$ cat config.mk
export PLATFORM = sky130hd
export DESIGN_NAME = ifetch_unit_flat
export DESIGN_NICKNAME = d
export VERILOG_FILES = /design/src/rtl/ifetch_unit_pkg.sv /design/src/rtl/ifetch_unit_if.sv /design/src/rtl/ifetch_buf.sv /design/src/rtl/ifetch_unit.sv /design/src/flat_wrapper.sv
export SDC_FILE = /design/constraint.sdc
export NUM_CORES = 1
export LEC_CHECK = 0
export ABC_AREA = 1
export CAP_MARGIN = 20
export CORE_ASPECT_RATIO = 0.7
export CORE_UTILIZATION = 38
export DETAILED_ROUTE_END_ITERATION = 8
export SYNTH_ARGS = -nofsm -noshare
export SYNTH_HDL_FRONTEND = slang
export SYNTH_SLANG_ARGS = --single-unit
$ cat constraint.sdc
create_clock -name clk -period 13.4 [get_ports clk]
set_input_delay 2.01 -clock clk [delete_from_list [all_inputs] [get_ports clk]]
set_output_delay 2.01 -clock clk [all_outputs]
set_load 0.02 [all_outputs]
$ cat src/rtl/ifetch_unit_pkg.sv
// Shared types and constants for the instruction-fetch front end.
package ifetch_unit_pkg;

  localparam int unsigned INST_W       = 32;
  localparam logic [31:0] RESET_PC_DEF = 32'h0000_0000;

  typedef enum logic [1:0] {
    IDLE = 2'd0,
    REQ  = 2'd1,
    DROP = 2'd2
  } ifetch_state_t;

  typedef struct packed {
    logic [INST_W-1:0] inst;
    logic [31:0]       pc;
  } ifetch_entry_t;

endpackage

$ cat src/rtl/ifetch_unit_if.sv
// Instruction-memory bus, redirect input and decode handshake of ifetch_unit.
interface ifetch_unit_if;

  logic                               imem_req_o;
  logic [31:0]                        imem_addr_o;
  logic                               imem_ack_i;
  logic [ifetch_unit_pkg::INST_W-1:0] imem_rdata_i;
  logic                               redirect_i;
  logic [31:0]                        redirect_pc_i;
  logic                               inst_valid_o;
  logic                               inst_ready_i;
  logic [ifetch_unit_pkg::INST_W-1:0] inst_o;
  logic [31:0]                        pc_o;
  logic [31:0]                        pc4_o;

  modport master (
    output imem_req_o, imem_addr_o,
    input  imem_ack_i, imem_rdata_i,
    input  redirect_i, redirect_pc_i,
    output inst_valid_o,
    input  inst_ready_i,
    output inst_o, pc_o, pc4_o
  );

  modport slave (
    input  imem_req_o, imem_addr_o,
    output imem_ack_i, imem_rdata_i,
    output redirect_i, redirect_pc_i,
    input  inst_valid_o,
    output inst_ready_i,
    input  inst_o, pc_o, pc4_o
  );

endinterface

$ cat src/rtl/ifetch_buf.sv
// Shift-register FIFO of {inst, pc}; head entry comes straight from flops.
// Push and pop may coincide, also when full; flush empties it.
module ifetch_buf
  import ifetch_unit_pkg::*;
#(
  parameter int unsigned DEPTH = 2,
  parameter int unsigned CNT_W = $clog2(DEPTH + 1)
) (
  input  logic             clk,
  input  logic             rst,
  input  logic             flush,
  input  logic             push,
  input  logic             pop,
  input  ifetch_entry_t    wdata,
  output ifetch_entry_t    head,
  output logic             valid,
  output logic [CNT_W-1:0] count
);

  ifetch_entry_t    ent     [DEPTH];
  ifetch_entry_t    ent_nxt [DEPTH];
  logic [CNT_W-1:0] cnt_q;
  logic [CNT_W-1:0] wr_idx;

  // Shift on pop, then write the new entry just above the surviving ones
  always_comb begin
    wr_idx = cnt_q - CNT_W'(pop);
    for (int unsigned i = 0; i < DEPTH; i++) ent_nxt[i] = ent[i];
    if (pop) begin
      for (int unsigned i = 0; i + 1 < DEPTH; i++) ent_nxt[i] = ent[i + 1];
    end
    if (push) begin
      for (int unsigned i = 0; i < DEPTH; i++) begin
        if (wr_idx == CNT_W'(i)) ent_nxt[i] = wdata;
      end
    end
  end

  // Storage and occupancy registers
  always_ff @(posedge clk or posedge rst) begin
    if (rst) begin
      cnt_q <= '0;
      for (int unsigned i = 0; i < DEPTH; i++) ent[i] <= '0;
    end else begin
      if (flush) cnt_q <= '0;
      else       cnt_q <= cnt_q + CNT_W'(push) - CNT_W'(pop);
      for (int unsigned i = 0; i < DEPTH; i++) ent[i] <= ent_nxt[i];
    end
  end

  assign head  = ent[0];
  assign valid = (cnt_q != '0);
  assign count = cnt_q;

endmodule

$ cat src/rtl/ifetch_unit.sv
// Instruction-fetch front end: owns the PC, fetches over req/ack, buffers
// {inst, pc} toward decode and handles redirects.
// Optional build macro IFETCH_STATS_EN adds fetch/redirect counters.
module ifetch_unit
  import ifetch_unit_pkg::*;
#(
  parameter logic [31:0] RESET_PC  = RESET_PC_DEF,
  parameter int unsigned BUF_DEPTH = 2
) (
  input  logic        clk,
  input  logic        reset,
`ifdef IFETCH_STATS_EN
  output logic [31:0] stat_fetch_o,
  output logic [31:0] stat_flush_o,
`endif
  ifetch_unit_if.master bus
);

  localparam int unsigned CNT_W = $clog2(BUF_DEPTH + 1);
  localparam int unsigned OCC_W = CNT_W + 1;

  ifetch_state_t    state, state_nxt;
  logic [31:0]      fetch_pc, fetch_pc_nxt, addr_q;
  logic [CNT_W-1:0] occ;
  logic [OCC_W-1:0] occ_after;
  logic             push, pop, valid, has_room;
  ifetch_entry_t    head, wdata;

  // An ack is buffered only in REQ and only when no redirect discards it
  assign push      = (state == REQ) && bus.imem_ack_i && !bus.redirect_i;
  assign pop       = valid && bus.inst_ready_i;
  assign occ_after = OCC_W'(occ) + OCC_W'(push) - OCC_W'(pop);
  assign has_room  = occ_after < OCC_W'(BUF_DEPTH);
  assign wdata     = '{inst: bus.imem_rdata_i, pc: fetch_pc};

  // Next fetch state and PC; a redirect overrides the normal sequencing
  always_comb begin
    state_nxt    = state;
    fetch_pc_nxt = fetch_pc;
    case (state)
      IDLE: if (has_room) state_nxt = REQ;
      REQ: begin
        if (bus.imem_ack_i) begin
          fetch_pc_nxt = fetch_pc + 32'd4;
          state_nxt    = has_room ? REQ : IDLE;
        end
      end
      DROP: if (bus.imem_ack_i) state_nxt = REQ;
      default: state_nxt = IDLE;
    endcase
    if (bus.redirect_i) begin
      fetch_pc_nxt = bus.redirect_pc_i & 32'hFFFF_FFFC;
      state_nxt    = (state != IDLE && !bus.imem_ack_i) ? DROP : REQ;
    end
  end

  // State, fetch PC and bus address; the address is frozen while a stale
  // request is being drained so the bus sees a stable address
  always_ff @(posedge clk or posedge reset) begin
    if (reset) begin
      state    <= IDLE;
      fetch_pc <= RESET_PC;
      addr_q   <= RESET_PC;
    end else begin
      state    <= state_nxt;
      fetch_pc <= fetch_pc_nxt;
      if (state_nxt != DROP) addr_q <= fetch_pc_nxt;
    end
  end

  ifetch_buf #(
    .DEPTH (BUF_DEPTH),
    .CNT_W (CNT_W)
  ) u_buf (
    .clk   (clk),
    .rst   (reset),
    .flush (bus.redirect_i),
    .push  (push),
    .pop   (pop),
    .wdata (wdata),
    .head  (head),
    .valid (valid),
    .count (occ)
  );

  assign bus.imem_req_o   = (state != IDLE);
  assign bus.imem_addr_o  = addr_q;
  assign bus.inst_valid_o = valid;
  assign bus.inst_o       = head.inst;
  assign bus.pc_o         = head.pc;
  assign bus.pc4_o        = valid ? head.pc + 32'd4 : '0;

`ifdef IFETCH_STATS_EN
  // Wrapping counters of buffered fetches and redirects
  always_ff @(posedge clk or posedge reset) begin
    if (reset) begin
      stat_fetch_o <= '0;
      stat_flush_o <= '0;
    end else begin
      if (push)           stat_fetch_o <= stat_fetch_o + 32'd1;
      if (bus.redirect_i) stat_flush_o <= stat_flush_o + 32'd1;
    end
  end
`endif

endmodule

$ cat src/flat_wrapper.sv
// flat-port wrapper written by rule: the top's interface ports become plain ports
module ifetch_unit_flat import ifetch_unit_pkg::*;
#(
  parameter logic [31:0] RESET_PC  = RESET_PC_DEF,
  parameter int unsigned BUF_DEPTH = 2
)
  (clk, reset, bus_imem_req_o, bus_imem_addr_o, bus_imem_ack_i, bus_imem_rdata_i, bus_redirect_i, bus_redirect_pc_i, bus_inst_valid_o, bus_inst_ready_i, bus_inst_o, bus_pc_o, bus_pc4_o);
  ifetch_unit_if bus_i ();
  input  logic clk;
  input  logic reset;
  output wire logic [$bits(bus_i.imem_req_o)-1:0] bus_imem_req_o;
  output wire logic [$bits(bus_i.imem_addr_o)-1:0] bus_imem_addr_o;
  input wire logic [$bits(bus_i.imem_ack_i)-1:0] bus_imem_ack_i;
  input wire logic [$bits(bus_i.imem_rdata_i)-1:0] bus_imem_rdata_i;
  input wire logic [$bits(bus_i.redirect_i)-1:0] bus_redirect_i;
  input wire logic [$bits(bus_i.redirect_pc_i)-1:0] bus_redirect_pc_i;
  output wire logic [$bits(bus_i.inst_valid_o)-1:0] bus_inst_valid_o;
  input wire logic [$bits(bus_i.inst_ready_i)-1:0] bus_inst_ready_i;
  output wire logic [$bits(bus_i.inst_o)-1:0] bus_inst_o;
  output wire logic [$bits(bus_i.pc_o)-1:0] bus_pc_o;
  output wire logic [$bits(bus_i.pc4_o)-1:0] bus_pc4_o;
  assign bus_imem_req_o = bus_i.imem_req_o;
  assign bus_imem_addr_o = bus_i.imem_addr_o;
  assign bus_i.imem_ack_i = bus_imem_ack_i;
  assign bus_i.imem_rdata_i = bus_imem_rdata_i;
  assign bus_i.redirect_i = bus_redirect_i;
  assign bus_i.redirect_pc_i = bus_redirect_pc_i;
  assign bus_inst_valid_o = bus_i.inst_valid_o;
  assign bus_i.inst_ready_i = bus_inst_ready_i;
  assign bus_inst_o = bus_i.inst_o;
  assign bus_pc_o = bus_i.pc_o;
  assign bus_pc4_o = bus_i.pc4_o;
  ifetch_unit #(.RESET_PC(RESET_PC), .BUF_DEPTH(BUF_DEPTH)) u_core (.clk(clk), .reset(reset), .bus(bus_i));
endmodule
Word-level counts from Yosys, hierarchy flattened
Cells that the tools add are included.
W data, S select, Z words.
{ "totals": {"rom_bits": 0, "inputBits": 69, "mem_bits_rw": 0, "register_bits": 196, "latch_bits": 0, "n_memories": 0} }
{ "classes": {"eq_ne": 4, "bitwise": 0, "mux": 16, "n_div": 0, "shift": 0, "n_lt_le_gt_ge": 1, "addsub": 7, "reduce_logical": 11, "mul": 0} }
{ "op_table": {"columns": ["operator", "n"], "rows": [
  ["$mux W64", 3],
  ["$mux W128", 1],
  ["$mux W32", 4],
  ["$add A32 B3 Y32 const B", 2],
  ["$mux W2", 6],
  ["$pmux W2 S3", 1],
  ["$eq A2 B1 Y1 const B", 2],
  ["$logic_and A1 B1 Y1", 4],
  ["$logic_not A2 Y1", 2],
  ["$reduce_bool A2 Y1", 2],
  ["$sub A2 B1 Y2", 2],
  ["$add A2 B1 Y3", 1],
  ["$lt A3 B2 Y1 const B", 1],
  ["$sub A3 B1 Y3", 1],
  ["$add A2 B1 Y2", 1],
  ["$eq A2 B2 Y1 const B", 1],
  ["$logic_not A1 Y1", 2],
  ["$ne A2 B2 Y1 const B", 1],
  ["$reduce_and A2 Y1", 1],
  ["$mux W1", 1]
]} }

Longest topological paths before layout
{ "depth": {"ltp_word": 11, "mapped_depth": 13, "mapped_depth_nobuf": 11} }

Hierarchy
Synthesis repeated with hierarchy kept, for this count alone.
{ "hier_totals": {"cells_unflattened": 1502, "area_unflattened_um2": 11563.6} }
{ "by_module_without_submodules": {"columns": ["module", "cells_each", "n_inst", "area_per_inst_um2", "seq_area_each_um2"], "rows": [
  ["ifetch_buf", 851, 1, 7049.3, 3253.1],
  ["ifetch_unit", 651, 1, 4514.3, 1651.6]
]} }

Worst setup path before layout
Ideal clock, no wire load.
{ "synth_timing": {"path_type": "register to output", "startpoint": "reg, netlist name u_core.u_buf.head[2]", "endpoint": "out bus_pc4_o[26]", "required_ps": 11390, "stages_incl_launch_ff": 8, "setup_slack_ps": 9664, "path_buffers": 0, "arrival_ps": 1726, "cell_sequence": "dfrtp_1 -> ha_1 -> nand2_1 -> nor3_1 -> inv_1 -> nor2_1 -> a21oi_1 -> nor3_1"} }
{ "synth_between": {"elab_chain_cells": 2} }
{ "synth_rtl": {"columns": ["item", "line", "rtl"], "rows": [
  ["$add A32 B3 Y32", "ifetch_unit.sv:91", "assign bus.pc4_o = valid ? head.pc + 32'd4 : '0;"],
  ["$mux W32", "ifetch_unit.sv:91", null],
  ["end, declared", "flat_wrapper.sv:21", "output wire logic [$bits(bus_i.pc4_o)-1:0] bus_pc4_o;"]
]} }
No other way between the ends.

Worst setup path after layout
{ "layout_timing": {"startpoint": "reg, netlist name u_core.u_buf.head[3]", "endpoint": "out bus_pc4_o[28]"} }
{ "layout_between": {"elab_chain_cells": 2} }
{ "layout_rtl": {"columns": ["item", "line"], "rows": [
  ["$add A32 B3 Y32", "ifetch_unit.sv:91"],
  ["$mux W32", "ifetch_unit.sv:91"]
]} }
No other way between the ends.

==> impl_metrics.json <==
{
  "root_buffer": "clkbuf_16",
  "viasPerCell": 4.91,
  "path_class": "reg -> out",
  "max_freq_mhz": 191,
  "routedWlPerCell_um": 16.4,
  "cp.buffers_inverters": 2,
  "drv_slew": 0,
  "io_buffers": 196,
  "rsz0062_at_grt": "no",
  "antenna_found_initial": 1,
  "p_clk_frac": 0.188,
  "io_pins": 199,
  "ys_async_sr_fraction": 1.00,
  "synth_edf_count": 0,
  "endpoint_kind": "output pin",
  "start_util": 0.386,
  "grt_remaining_overflow": 0,
  "grt_max_degree": 118,
  "yosysSeqAreaShare": 0.476,
  "htree_levels": 4,
  "fin_cells": 1836,
  "cts_resized": 0,
  "switching_power_uw": 1130,
  "cpPeakStageDelay_ps": 680,
  "hold_viol": 0,
  "grt_pass1_wl_mm": 47.8,
  "synth_seq_cells": 196,
  "p_leak_uw": 0.00573,
  "cp_slowest_cell": "clkdlybuf4s50_1",
  "clock_skew_ps": 14.0,
  "dr.pass1.iters": 4,
  "crit_path_max_fanout": 4,
  "period_share": 0.391,
  "setup_viol_count_final": 0,
  "clock_latency_ps": 440,
  "relSlewSlack": 0.310,
  "hp-class": "reg -> reg",
  "fp.dieH_um": 140,
  "synth_ff_type": "dfrtp_1",
  "drc": 0,
  "antenna_cells": 0,
  "drtIter0Drc": 595,
  "numCtsBuffers": 17,
  "synth_area_per_cell_um2": 7.58,
  "final_cell_mix": "nand2_1, clkdlybuf4s50_1, dfrtp_1",
  "post_cts_buffers": 0,
  "gp_congestion": 0.908,
  "grt_usage": 0.224,
  "post-dp-hpwl_mm": 21.6,
  "row_count": 50,
  "dpl.cell_count": 1803,
  "crit_arrival_ps": 3230,
  "area_delta_synth_final_pct": 22.8,
  "seqPwrFrac": 0.369,
  "netlist-cell-type-count": 36,
  "power_frac_comb": 0.443,
  "cts_sinks": 196,
  "wl_mm": 30.1,
  "path_clk_slew_ps": 70,
  "synthesis.nets": 1434,
  "ir_drop_uv": 98.6,
  "startpoint_type": "register",
  "yosysWarnings": 0,
  "outcome": "finished, final reports clean",
  "drive_gt1_frac": 0.0496,
  "cp_cell_sequence": "ha_1, nand2_1, nor3_1, nand2_1, inv_1, a21oi_1, nor3_1, clkdlybuf4s50_1",
  "die_area_um2": 27800,
  "min_period_ps": 5240,
  "core_area_um2": 26700,
  "syn-cell-area_um2": 10300,
  "hold_slack_ps": 473,
  "cts_buffer_depth": 2,
  "hold_buffers": 0,
  "ant_nets": 0,
  "worstMarginPinSlew_ps": 1030,
  "p_per_area_nw_per_um2": 211,
  "final_common_cell": "nand2_1",
  "tns_ps": 0,
  "vias": 9013,
  "cts_tree": "done",
  "grt_pass1_vias": 8429,
  "finalNetCount": 1533,
  "swShare": 0.421,
  "cap_violations": 0,
  "p_int_uw": 1550,
  "required_ps": 11390,
  "die_x_um": 199,
  "cp_top_family": "simple AND/OR/NAND/NOR gates",
  "postSynthCellCount": 1360
}
[routing by layer]
| metal | global-route usage | routed length, um | share of wire |
|---|---|---|---|
| met5 | 0 | 17 | 0.00056 |
| met4 | 0.0441 | 239 | 0.0079 |
| met3 | 0.0407 | 1760 | 0.059 |
| met2 | 0.298 | 11500 | 0.38 |
| met1 | 0.368 | 16600 | 0.55 |
[final cells by class]
| type | count | area, um^2 |
|---|---|---|
| Clock buffer | 20 | 447 |
| Clock inverter | 12 | 123 |
| Fill cell | 2688 | 14000 |
| Inverter | 95 | 364 |
| Multi-Input combinational cell | 944 | 4330 |
| Sequential cell | 196 | 4900 |
| Tap cell | 364 | 455 |
| Timing Repair Buffer | 205 | 2050 |
[worst paths after layout]
kind / from / endpoint / slack, ps / depth (start not counted)
max in group asynchronous: reset / u_core.bus.imem_addr_o[23]$_DFFE_PP0P_ / 10180 / 4
worst max register to register: u_core.u_buf.count[1]$_DFF_PP0_ / u_core.u_buf.ent[4]$_DFFE_PP0P_ / 9220 / 9
worst max-delay path: u_core.u_buf.head[3]$_DFF_PP0_ / bus_pc4_o[28] / 8160 / 8
worst min register to register: u_core.u_buf.ent[34]$_DFFE_PP0P_ / u_core.u_buf.ent[34]$_DFFE_PP0P_ / 470 / 2
worst min-delay path: u_core.u_buf.ent[34]$_DFFE_PP0P_ / u_core.u_buf.ent[34]$_DFFE_PP0P_ / 470 / 2
min in group asynchronous: reset / u_core.u_buf.head[11]$_DFF_PP0_ / 2120 / 2
[Yosys cell counts (4+ instances only)]
| cell | instances | area [um^2] |
|---|---|---|
| clkbuf_1 | 22 | 82.6 |
| dfrtp_1 | 196 | 4900 |
| buf_4 | 64 | 480 |
| nand2_1 | 450 | 1690 |
| o21ai_1 | 31 | 155 |
| nand3_1 | 91 | 455 |
| a21oi_1 | 14 | 70.1 |
| a21boi_0 | 6 | 45.0 |
| a31oi_1 | 50 | 313 |
| nor3_1 | 23 | 115 |
| nor2_1 | 138 | 518 |
| ha_1 | 4 | 50.1 |
| inv_1 | 92 | 345 |
| xor2_1 | 13 | 114 |
| and2_1 | 6 | 37.5 |
| or2_2 | 14 | 87.6 |
| buf_2 | 36 | 180 |
| nand4_1 | 18 | 113 |
| o21ai_0 | 63 | 315 |
| nand2_2 | 4 | 25.0 |
[power groups by stage]
stage / clock network [uW] / registers [uW] / logic [uW]
after floorplan: 0 / 969 / 807
after global placement: 0 / 993 / 1170
after detailed placement: 0 / 993 / 1190
after CTS: 522 / 985 / 1200
after global routing: 543 / 1020 / 1310
final: 504 / 988 / 1190
[worst min-delay path: cells and delay by family (launching register included)]
kind	cells	cell delay, ps
DFF	1	340
and+or+nand+nor	2	100
[registers in the layout, summed over array words and instances, names as in the netlist]
register                flops
u_core.u_buf.ent           64
u_core.state                2
u_core.bus.imem_addr_o     32
u_core.u_buf.head          64
u_core.fetch_pc            32
u_core.u_buf.count          2
[through the flow]
step                setup WS (ps)  area [um^2]  total power [uW]  utilization
floorplan                    6050        10300              1780            -
global placement             7910        12100              2170        0.452
detailed placement           7860        12100              2180        0.452
CTS                          8150        12600              2700        0.473
global route                 7920        12700              2870        0.474
finish                       8160        12700              2680        0.474
[kinds of logic after synthesis]
kind of cell | share of synthesized area
adders and majority gates | 0.00679
xor gates and xnor gates | 0.0136
buffers and inverters | 0.109
DFF | 0.476
and+or+nand+nor | 0.303
AOI/OAI and AO/OA | 0.0900
muxes | 0.00218
Note: power is estimated with default switching activity, not from simulation.
